===== src/rtl/weight_fifo_sched.sv =====
// Weight-tile fetch scheduler: fills an external weight FIFO from memory
// and hands tiles to the array, tracking FIFO occupancy without a full/empty flag.
module weight_fifo_sched #(
   parameter int FIFO_DEPTH = 4,
   parameter int ADDR_BW    = 8,
   parameter int TILE_BW    = 8
) (
   input  logic                          clk,
   input  logic                          rst,
   input  logic                          start,
   input  logic [ADDR_BW-1:0]            base_addr,
   input  logic [TILE_BW-1:0]            num_tiles,
   output logic                          mem_req,
   output logic [ADDR_BW-1:0]            mem_addr,
   input  logic                          mem_ack,
   output logic                          fifo_we,
   output logic                          fifo_re,
   input  logic                          wload_req,
   output logic                          wload_valid,
   output logic [$clog2(FIFO_DEPTH):0]   occupancy,
   output logic                          busy,
   output logic                          done
);

   localparam int OCC_W = $clog2(FIFO_DEPTH) + 1;
   localparam logic [OCC_W-1:0] DEPTH_C = OCC_W'(FIFO_DEPTH);

   typedef enum logic [1:0] {
      S_IDLE,
      S_RUN,
      S_DONE
   } state_t;

   state_t             state_q, state_d;
   logic [ADDR_BW-1:0] base_q, base_d;
   logic [TILE_BW-1:0] ntiles_q, ntiles_d;
   logic [TILE_BW-1:0] fetched_q, fetched_d;
   logic [TILE_BW-1:0] consumed_q, consumed_d;
   logic [OCC_W-1:0]   occ_q, occ_d;
   logic               rvalid_q, rvalid_d;

   logic req, we, re;

   always_comb begin
      state_d    = state_q;
      base_d     = base_q;
      ntiles_d   = ntiles_q;
      fetched_d  = fetched_q;
      consumed_d = consumed_q;
      occ_d      = occ_q;

      // req only drops on ack, so address and request stay stable
      req = (state_q == S_RUN) && (fetched_q < ntiles_q)
            && (occ_q < DEPTH_C);
      we  = req && mem_ack;
      re  = (state_q == S_RUN) && wload_req && (occ_q != '0)
            && !we && !rvalid_q;
      rvalid_d = re;

      if (we) fetched_d = fetched_q + 1'b1;
      if (re) consumed_d = consumed_q + 1'b1;
      if (we && !re) occ_d = occ_q + 1'b1;
      else if (re && !we) occ_d = occ_q - 1'b1;

      unique case (state_q)
         S_IDLE: begin
            if (start) begin
               base_d     = base_addr;
               ntiles_d   = num_tiles;
               fetched_d  = '0;
               consumed_d = '0;
               state_d    = (num_tiles == '0) ? S_DONE : S_RUN;
            end
         end
         S_RUN: begin
            if (rvalid_q && consumed_q == ntiles_q) state_d = S_DONE;
         end
         S_DONE: state_d = S_IDLE;
         default: state_d = S_IDLE;
      endcase
   end

   always_ff @(posedge clk) begin
      if (rst) begin
         state_q    <= S_IDLE;
         base_q     <= '0;
         ntiles_q   <= '0;
         fetched_q  <= '0;
         consumed_q <= '0;
         occ_q      <= '0;
         rvalid_q   <= 1'b0;
      end else begin
         state_q    <= state_d;
         base_q     <= base_d;
         ntiles_q   <= ntiles_d;
         fetched_q  <= fetched_d;
         consumed_q <= consumed_d;
         occ_q      <= occ_d;
         rvalid_q   <= rvalid_d;
      end
   end

   // Outputs forced low while reset is held, even before the first edge
   always_comb begin
      mem_req     = 1'b0;
      mem_addr    = '0;
      fifo_we     = 1'b0;
      fifo_re     = 1'b0;
      wload_valid = 1'b0;
      occupancy   = '0;
      busy        = 1'b0;
      done        = 1'b0;
      if (!rst) begin
         mem_req     = req;
         mem_addr    = base_q + ADDR_BW'(fetched_q);
         fifo_we     = we;
         fifo_re     = re;
         wload_valid = rvalid_q;
         occupancy   = occ_q;
         busy        = (state_q != S_IDLE);
         done        = (state_q == S_DONE);
      end
   end

endmodule


===== config.mk =====
export PLATFORM = sky130hd
export DESIGN_NAME = weight_fifo_sched
export DESIGN_NICKNAME = d
export VERILOG_FILES = /design/src/rtl/weight_fifo_sched.sv
export SDC_FILE = /design/constraint.sdc
export NUM_CORES = 1
export LEC_CHECK = 0
export BUFFER_PORTS_ARGS = -buffer_cell sky130_fd_sc_hd__clkbuf_2
export CAP_MARGIN = 40
export CORE_ASPECT_RATIO = 1.75
export CORE_UTILIZATION = 63
export CTS_BUF_LIST = sky130_fd_sc_hd__clkbuf_4
export CTS_CLUSTER_DIAMETER = 60
export DETAILED_ROUTE_END_ITERATION = 10
export GPL_ROUTABILITY_DRIVEN = 0
export PLACE_DENSITY_LB_ADDON = 0.3
export SLEW_MARGIN = 15
export SYNTH_ARGS = -nofsm -noshare
export SYNTH_HDL_FRONTEND = slang
export SYNTH_SLANG_ARGS = --single-unit

===== constraint.sdc =====
create_clock -name clk -period 4.5 [get_ports clk]
set_input_delay 0.9 -clock clk [delete_from_list [all_inputs] [get_ports clk]]
set_output_delay 0.9 -clock clk [all_outputs]
set_load 0.01 [all_outputs]

==> results of run 1 <==
## worst max path at each step
stage	to	slack, ns	cells after the start
after detailed placement	occ_q[2]	1.08	12
after CTS	mem_addr[6]	0.87	8
final	mem_addr[6]	0.87	8
after global placement	occ_q[2]	1.24	12
after floorplan	mem_addr[6]	1.53	7
after global routing	mem_addr[6]	0.80	8
## synth_stat cells
master,instances
sky130_fd_sc_hd__o21bai_1,1
sky130_fd_sc_hd__o21ai_1,1
sky130_fd_sc_hd__nand2b_1,2
sky130_fd_sc_hd__or4_1,4
sky130_fd_sc_hd__nor2_1,21
sky130_fd_sc_hd__ha_1,17
sky130_fd_sc_hd__buf_2,1
sky130_fd_sc_hd__xor2_1,11
sky130_fd_sc_hd__a31oi_1,1
sky130_fd_sc_hd__buf_4,1
sky130_fd_sc_hd__a21o_1,3
sky130_fd_sc_hd__buf_6,1
sky130_fd_sc_hd__nand3_1,5
sky130_fd_sc_hd__nor3b_1,3
sky130_fd_sc_hd__and2_1,4
sky130_fd_sc_hd__fa_1,2
sky130_fd_sc_hd__a31o_1,1
sky130_fd_sc_hd__a21oi_1,30
sky130_fd_sc_hd__nor2b_1,6
sky130_fd_sc_hd__a31o_2,2
sky130_fd_sc_hd__or3_1,9
sky130_fd_sc_hd__a211oi_1,2
sky130_fd_sc_hd__o211ai_1,3
sky130_fd_sc_hd__mux2i_1,3
sky130_fd_sc_hd__inv_1,12
sky130_fd_sc_hd__o21ai_0,11
sky130_fd_sc_hd__clkbuf_1,9
sky130_fd_sc_hd__nand4_1,6
sky130_fd_sc_hd__a41oi_1,1
sky130_fd_sc_hd__nor3_1,4
sky130_fd_sc_hd__and4_1,1
sky130_fd_sc_hd__o311a_2,1
sky130_fd_sc_hd__and3_1,2
sky130_fd_sc_hd__dfxtp_1,38
sky130_fd_sc_hd__nor4_1,4
sky130_fd_sc_hd__a2111oi_2,1
sky130_fd_sc_hd__o21a_1,2
sky130_fd_sc_hd__xnor2_1,5
sky130_fd_sc_hd__nor4b_4,1
sky130_fd_sc_hd__nor4b_1,3
sky130_fd_sc_hd__a2111oi_0,2
sky130_fd_sc_hd__nand2_1,45
## per-layer routing
metal / share of wire / up-vias / routed length (µm)
li1: - / 1063 / -
met1: 0.35 / 1012 / 1920
met2: 0.54 / 66 / 2970
met3: 0.051 / 32 / 279
met4: 0.057 / 0 / 313
met5: 0 / - / 0
## sequential cells by signal (all words and copies together), names as in the netlist
signal and count:
ntiles_q 8, consumed_q 8, rvalid_q 1, occ_q 3
state_q 2, fetched_q 8, base_q 8
## kinds of logic (layout without fill, tap and decap cells)
family	Yosys count	in the layout	synth area share
simple gates	120	120	0.268
compound gates	62	62	0.166
flops	38	38	0.334
buf+inv	24	58	0.0451
fa+ha+maj	19	19	0.111
xor+xnor	16	16	0.0616
mux	3	3	0.0132
## worst max-delay path, stage by stage (launching register included)
cell	delay (ns)
sky130_fd_sc_hd__dfxtp_1	0.40
sky130_fd_sc_hd__ha_1	0.24
sky130_fd_sc_hd__fa_1	0.41
sky130_fd_sc_hd__a21o_1	0.17
sky130_fd_sc_hd__a21o_1	0.20
sky130_fd_sc_hd__a21oi_1	0.21
sky130_fd_sc_hd__nor4b_1	0.07
sky130_fd_sc_hd__or4_1	0.52
sky130_fd_sc_hd__clkbuf_2	0.14
## final cells by class
class,instances,area (µm²),area share
Timing Repair Buffer,38,193,0.0765
Multi-Input combinational cell,220,1410,0.560
Sequential cell,38,761,0.302
Inverter,12,45.0,0.0179
Tap cell,45,56.3,0.0223
Clock buffer,5,37.5,0.0149
Clock inverter,3,16.3,0.00645
## stage by stage
step           setup slack (ns)  cell area (µm²)  cells
4_1_cts                   0.872             2520    361
3_3_place_gp               1.24             2470    353
3_5_place_dp               1.08             2470    353
2_1_floorplan              1.53             2270    282
5_1_grt                   0.797             2520    361
6_report                  0.873             2520    361
## power by group through the flow
stage          Clock (µW)  Sequential [µW]  Combinational (µW)
2_1_floorplan           0              372                94.6
3_3_place_gp            0              377                 122
3_5_place_dp            0              377                 128
4_1_cts               180              370                 128
5_1_grt               193              372                 143
6_report              181              370                 127
==> flow_summary.ini, run 1 <==
[setup_path]
worst_ep_arrival_time_ns = 2.73
crit_type = reg -> out
timing.critical_path.from = fetched_q[0]
crit_fanout = 6
reg2reg_to = occ_q[2]
regToRegSetupSlack_ns = 1.03
critical_path_required_time_ns = 3.60
crit_path_start_kind = register
worst_r2r_path_depth = 12
critical_path.reg2reg.startpoint = ntiles_q[5]
critPathCaptureType = output port

[power]
p_comb_frac = 0.188
internal_power_uw = 462
pwr-share-clk = 0.267
power.ir.vdd_worst_mv = 0.317
power.share.switching = 0.320
total_power_uw = 678
power.leakage_uw = 0.00111
pwr_density_cell_nw_per_um2 = 269
pwr-share-seq = 0.545
power.switching_uw = 217

[min_path]
hold-path-cell-count = 2
timing.hold.worst.start = base_q[0]
worst_hold_path.endpoint = base_q[0]
hold_class = reg -> reg

[clock_tree]
cts_hold_buf = 0
clockRootBuffer = sky130_fd_sc_hd__clkbuf_4
cts_buffers = 5
cts.repair.resized = 0
worstSkewPairLatency_ns = 0.37
clock_pin_slew_reported_for_the_worst_setup_and_hold_paths_after_clock_tree_synthesis_ns = 0.12
cts-root-to-sink-buffers = 2
cts_sinks = 38
tritoncts = yes
cts_post_setup_buffers_inserted = 0
htreeDepth = 2

[sta]
worst-slew-pin-transition_ns = 0.646
timing.max_slew.rel_slack = 0.570
report.final.setup_viol = 0
finalCriticalPeriod_ns = 3.63
fin_crit_sh = 0.806
max_clock_freq_ghz = 0.276
timing.final.max_slew_violations = 0
hold_viol_final = 0
skew_ns = 0.00856
setup_repair_after_global_routing_missed_its_margin = no
holdWs_ns = 0.471
post_route_setup_tns_ns = 0

[cells_and_area]
post_route_cells_drive_above_1_share = 0.158
post-route-util = 0.742
most-common-layout-cells = 45 x sky130_fd_sc_hd__nand2_1, 38 x sky130_fd_sc_hd__dfxtp_1, 37 x sky130_fd_sc_hd__clkbuf_2
most_frequent_standard_cell_in_the_layout_excluding_fill_and_tap_cells = sky130_fd_sc_hd__nand2_1
antenna_diode_count = 0
finish.net_count = 355
syn2layout_area_growth_pct = 10.8
filler_cell_count = 284

[global_route]
gr-max-usage-layer = met2
global_route.usage.met3 = 0.112
vias_in_the_first_global_route = 2052
met2_usage = 0.556
grt_max_degree = 41
global_routing_usage_summed_across_all_routing_layers = 0.323
grt_use_met1 = 0.291
initial_antenna_violation_count = 0
grt_pass1_wl_um = 8830
grt-ovfl-total = 0

[status]
outcome = completed

[synthesis]
synth_largest_type_area_fraction = 0.334
portion_of_the_post_synthesis_area_used_by_sequential_elements = 0.334
syn-mean-instance-area_um2 = 8.07
distinct_cells_synth = 42
ys_warn_count = 0
postSynthNetCount = 322
post_synthesis_cell_count = 282
postSynthRegisterBits = 38
synth.largest_area_cell = sky130_fd_sc_hd__dfxtp_1
synth_area_leaders = sky130_fd_sc_hd__dfxtp_1 33%, sky130_fd_sc_hd__ha_1 9.4%, sky130_fd_sc_hd__nand2_1 7.4%
syn-cell-area_um2 = 2270

[placed_design]
port-buffer-count = 37
place.detailed.hpwl_um = 4120

[floorplanning]
floorplan.io_pins = 38
floorplan.initialDensity = 0.669
dieArea_um2 = 3860
row_count = 28
die_width_um = 47.4
fp.dieH_um = 81.5
core_area_um2 = 3400

[routing]
routed_via_density = 6.02
post-route-drc-count = 0
avgRoutedWirePerCell_um = 15.2
detail-route-antenna-nets = 0
vias = 2173
dr.pass1.iters = 5
initialDrtViolationCount = 67
finalWirelength_um = 5480

[job]
drv.max_cap_violation_count = 0
Note: power is estimated with default switching activity, not from simulation.
==> run 2: changes to the inputs <==
--- a/config.mk
+++ b/config.mk
@@ -8,7 +8,7 @@
 export BUFFER_PORTS_ARGS = -buffer_cell sky130_fd_sc_hd__clkbuf_2
 export CAP_MARGIN = 40
 export CORE_ASPECT_RATIO = 1.75
-export CORE_UTILIZATION = 63
+export CORE_UTILIZATION = 58
 export CTS_BUF_LIST = sky130_fd_sc_hd__clkbuf_4
 export CTS_CLUSTER_DIAMETER = 60
 export DETAILED_ROUTE_END_ITERATION = 10
==> constraint.sdc (replaced) <==
create_clock -name clk -period 3.6 [get_ports clk]
set_input_delay 0.72 -clock clk [delete_from_list [all_inputs] [get_ports clk]]
set_output_delay 0.72 -clock clk [all_outputs]
set_load 0.01 [all_outputs]
==> flow_summary.ini, run 2 (synthesis gave the netlist of run 1 again) <==
[power]
pwr_density_cell_nw_per_um2 = 334
power.leakage_uw = 0.00112
total_power_uw = 847
power.ir.vdd_worst_mv = 0.233
pwr-share-clk = 0.262
p_comb_frac = 0.192
internal_power_uw = 588
power.share.switching = 0.306
pwr-share-seq = 0.546
power.switching_uw = 259

[global_route]
grt_max_degree = 27
initial_antenna_violation_count = 0
global_routing_usage_summed_across_all_routing_layers = 0.284
grt-ovfl-total = 0
vias_in_the_first_global_route = 2148
grt_pass1_wl_um = 9060

[clock_tree]
tritoncts = yes
cts_buffers = 5
cts.repair.resized = 0
cts_hold_buf = 0
clock_pin_slew_reported_for_the_worst_setup_and_hold_paths_after_clock_tree_synthesis_ns = 0.10
clockRootBuffer = sky130_fd_sc_hd__clkbuf_4
cts_post_setup_buffers_inserted = 0
worstSkewPairLatency_ns = 0.36
cts_sinks = 38
htreeDepth = 2
cts-root-to-sink-buffers = 2

[sta]
fin_crit_sh = 0.932
worst-slew-pin-transition_ns = 0.601
finalCriticalPeriod_ns = 3.36
timing.max_slew.rel_slack = 0.599
hold_viol_final = 0
max_clock_freq_ghz = 0.298
report.final.setup_viol = 0
setup_repair_after_global_routing_missed_its_margin = no
post_route_setup_tns_ns = 0
skew_ns = 0.0138
timing.final.max_slew_violations = 0
holdWs_ns = 0.469
setup_ws_ns = 0.244

[setup_path]
critPathCaptureType = output port
critPathSlowestCell = sky130_fd_sc_hd__or4_1
slowest_stage_delay_cp_ns = 0.52
reg2reg_to = occ_q[2]
worst_ep_arrival_time_ns = 2.64
timing.critical_path.from = fetched_q[0]
critical-path-top-cell-by-count = sky130_fd_sc_hd__a21o_1
timing.critical_path.cells = ha_1, fa_1, a21o_1, a21o_1, a21oi_1, nor4b_1, or4_1, clkbuf_2
critical_path.reg2reg.startpoint = ntiles_q[5]
critical_path_required_time_ns = 2.88
regToRegSetupSlack_ns = 0.50
crit_type = reg -> out
crit_fanout = 6
crit_path_start_kind = register
worst_r2r_path_depth = 12

[min_path]
hold-path-cell-count = 2
worst_hold_path.endpoint = base_q[5]
timing.hold.worst.start = base_q[5]
hold_class = reg -> reg

[cells_and_area]
post_route_cells_drive_above_1_share = 0.164
most_frequent_standard_cell_in_the_layout_excluding_fill_and_tap_cells = sky130_fd_sc_hd__nand2_1
finish.net_count = 357
post-route-util = 0.685
filler_cell_count = 359
most-common-layout-cells = 45 x sky130_fd_sc_hd__nand2_1, 38 x sky130_fd_sc_hd__dfxtp_1, 37 x sky130_fd_sc_hd__clkbuf_2
syn2layout_area_growth_pct = 11.5
antenna_diode_count = 0

[routing]
dr.pass1.iters = 4
post-route-drc-count = 0
avgRoutedWirePerCell_um = 14.7
vias = 2134
detail-route-antenna-nets = 0
initialDrtViolationCount = 71
finalWirelength_um = 5350
routed_via_density = 5.86

[status]
outcome = completed

[floorplanning]
floorplan.initialDensity = 0.615
die_width_um = 49.3
core_area_um2 = 3700
row_count = 29
dieArea_um2 = 4190
floorplan.io_pins = 38
fp.dieH_um = 84.8

[placed_design]
pre_cts_slack_ns = 0.541
port-buffer-count = 37
place.detailed.hpwl_um = 4200

[job]
drv.max_cap_violation_count = 0
## run 2: worst max path at each step
stage | to | slack [ns] | depth (start not counted)
6_report | mem_addr[6] | 0.24 | 8
2_1_floorplan | occ_q[2] | 0.63 | 14
5_1_grt | mem_addr[6] | 0.16 | 8
3_5_place_dp | occ_q[2] | 0.54 | 12
4_1_cts | mem_addr[6] | 0.24 | 8
3_3_place_gp | occ_q[2] | 0.65 | 12
## run 2: through the flow
step                cells  instance area (µm²)
CTS                   364                 2540
floorplan             282                 2270
finish                364                 2540
global route          364                 2540
detailed placement    356                 2480
global placement      356                 2480
## run 2: final cells by class
cell class	instances	area, µm²	share of cell area
clock buffer	6	45.0	0.0178
clock inverter	2	8.76	0.00345
inverter	12	45.0	0.0178
multi-input combinational	220	1410	0.556
sequential	38	761	0.300
tap	46	57.6	0.0227
timing repair buffer	40	208	0.0819
## run 2: worst max-delay path, delay by kind of cell (launching register included)
| family | cells | cell delay (ns) |
|---|---|---|
| buffers and inverters | 1 | 0.14 |
| flip-flops | 1 | 0.38 |
| adder cells (fa/ha/maj) | 2 | 0.64 |
| AND/OR/NAND/NOR | 2 | 0.59 |
| AO/OA/AOI/OAI | 3 | 0.54 |
## run 2: power groups by stage
stage / Clock (µW) / Sequential [µW] / Combinational (µW)
after global routing: 241 / 465 / 181
final: 222 / 462 / 162
after detailed placement: 0 / 472 / 162
after global placement: 0 / 471 / 156
after floorplan: 0 / 464 / 118
after CTS: 224 / 462 / 163
## run 2: metal layers
layer,track usage,routed length (µm),part of all wire,up-vias
li1,-,-,-,1069
met1,0.258,1990,0.37,1001
met2,0.555,3030,0.57,48
met3,0.0502,147,0.027,16
met4,0.168,193,0.036,0
met5,0,0,0,-
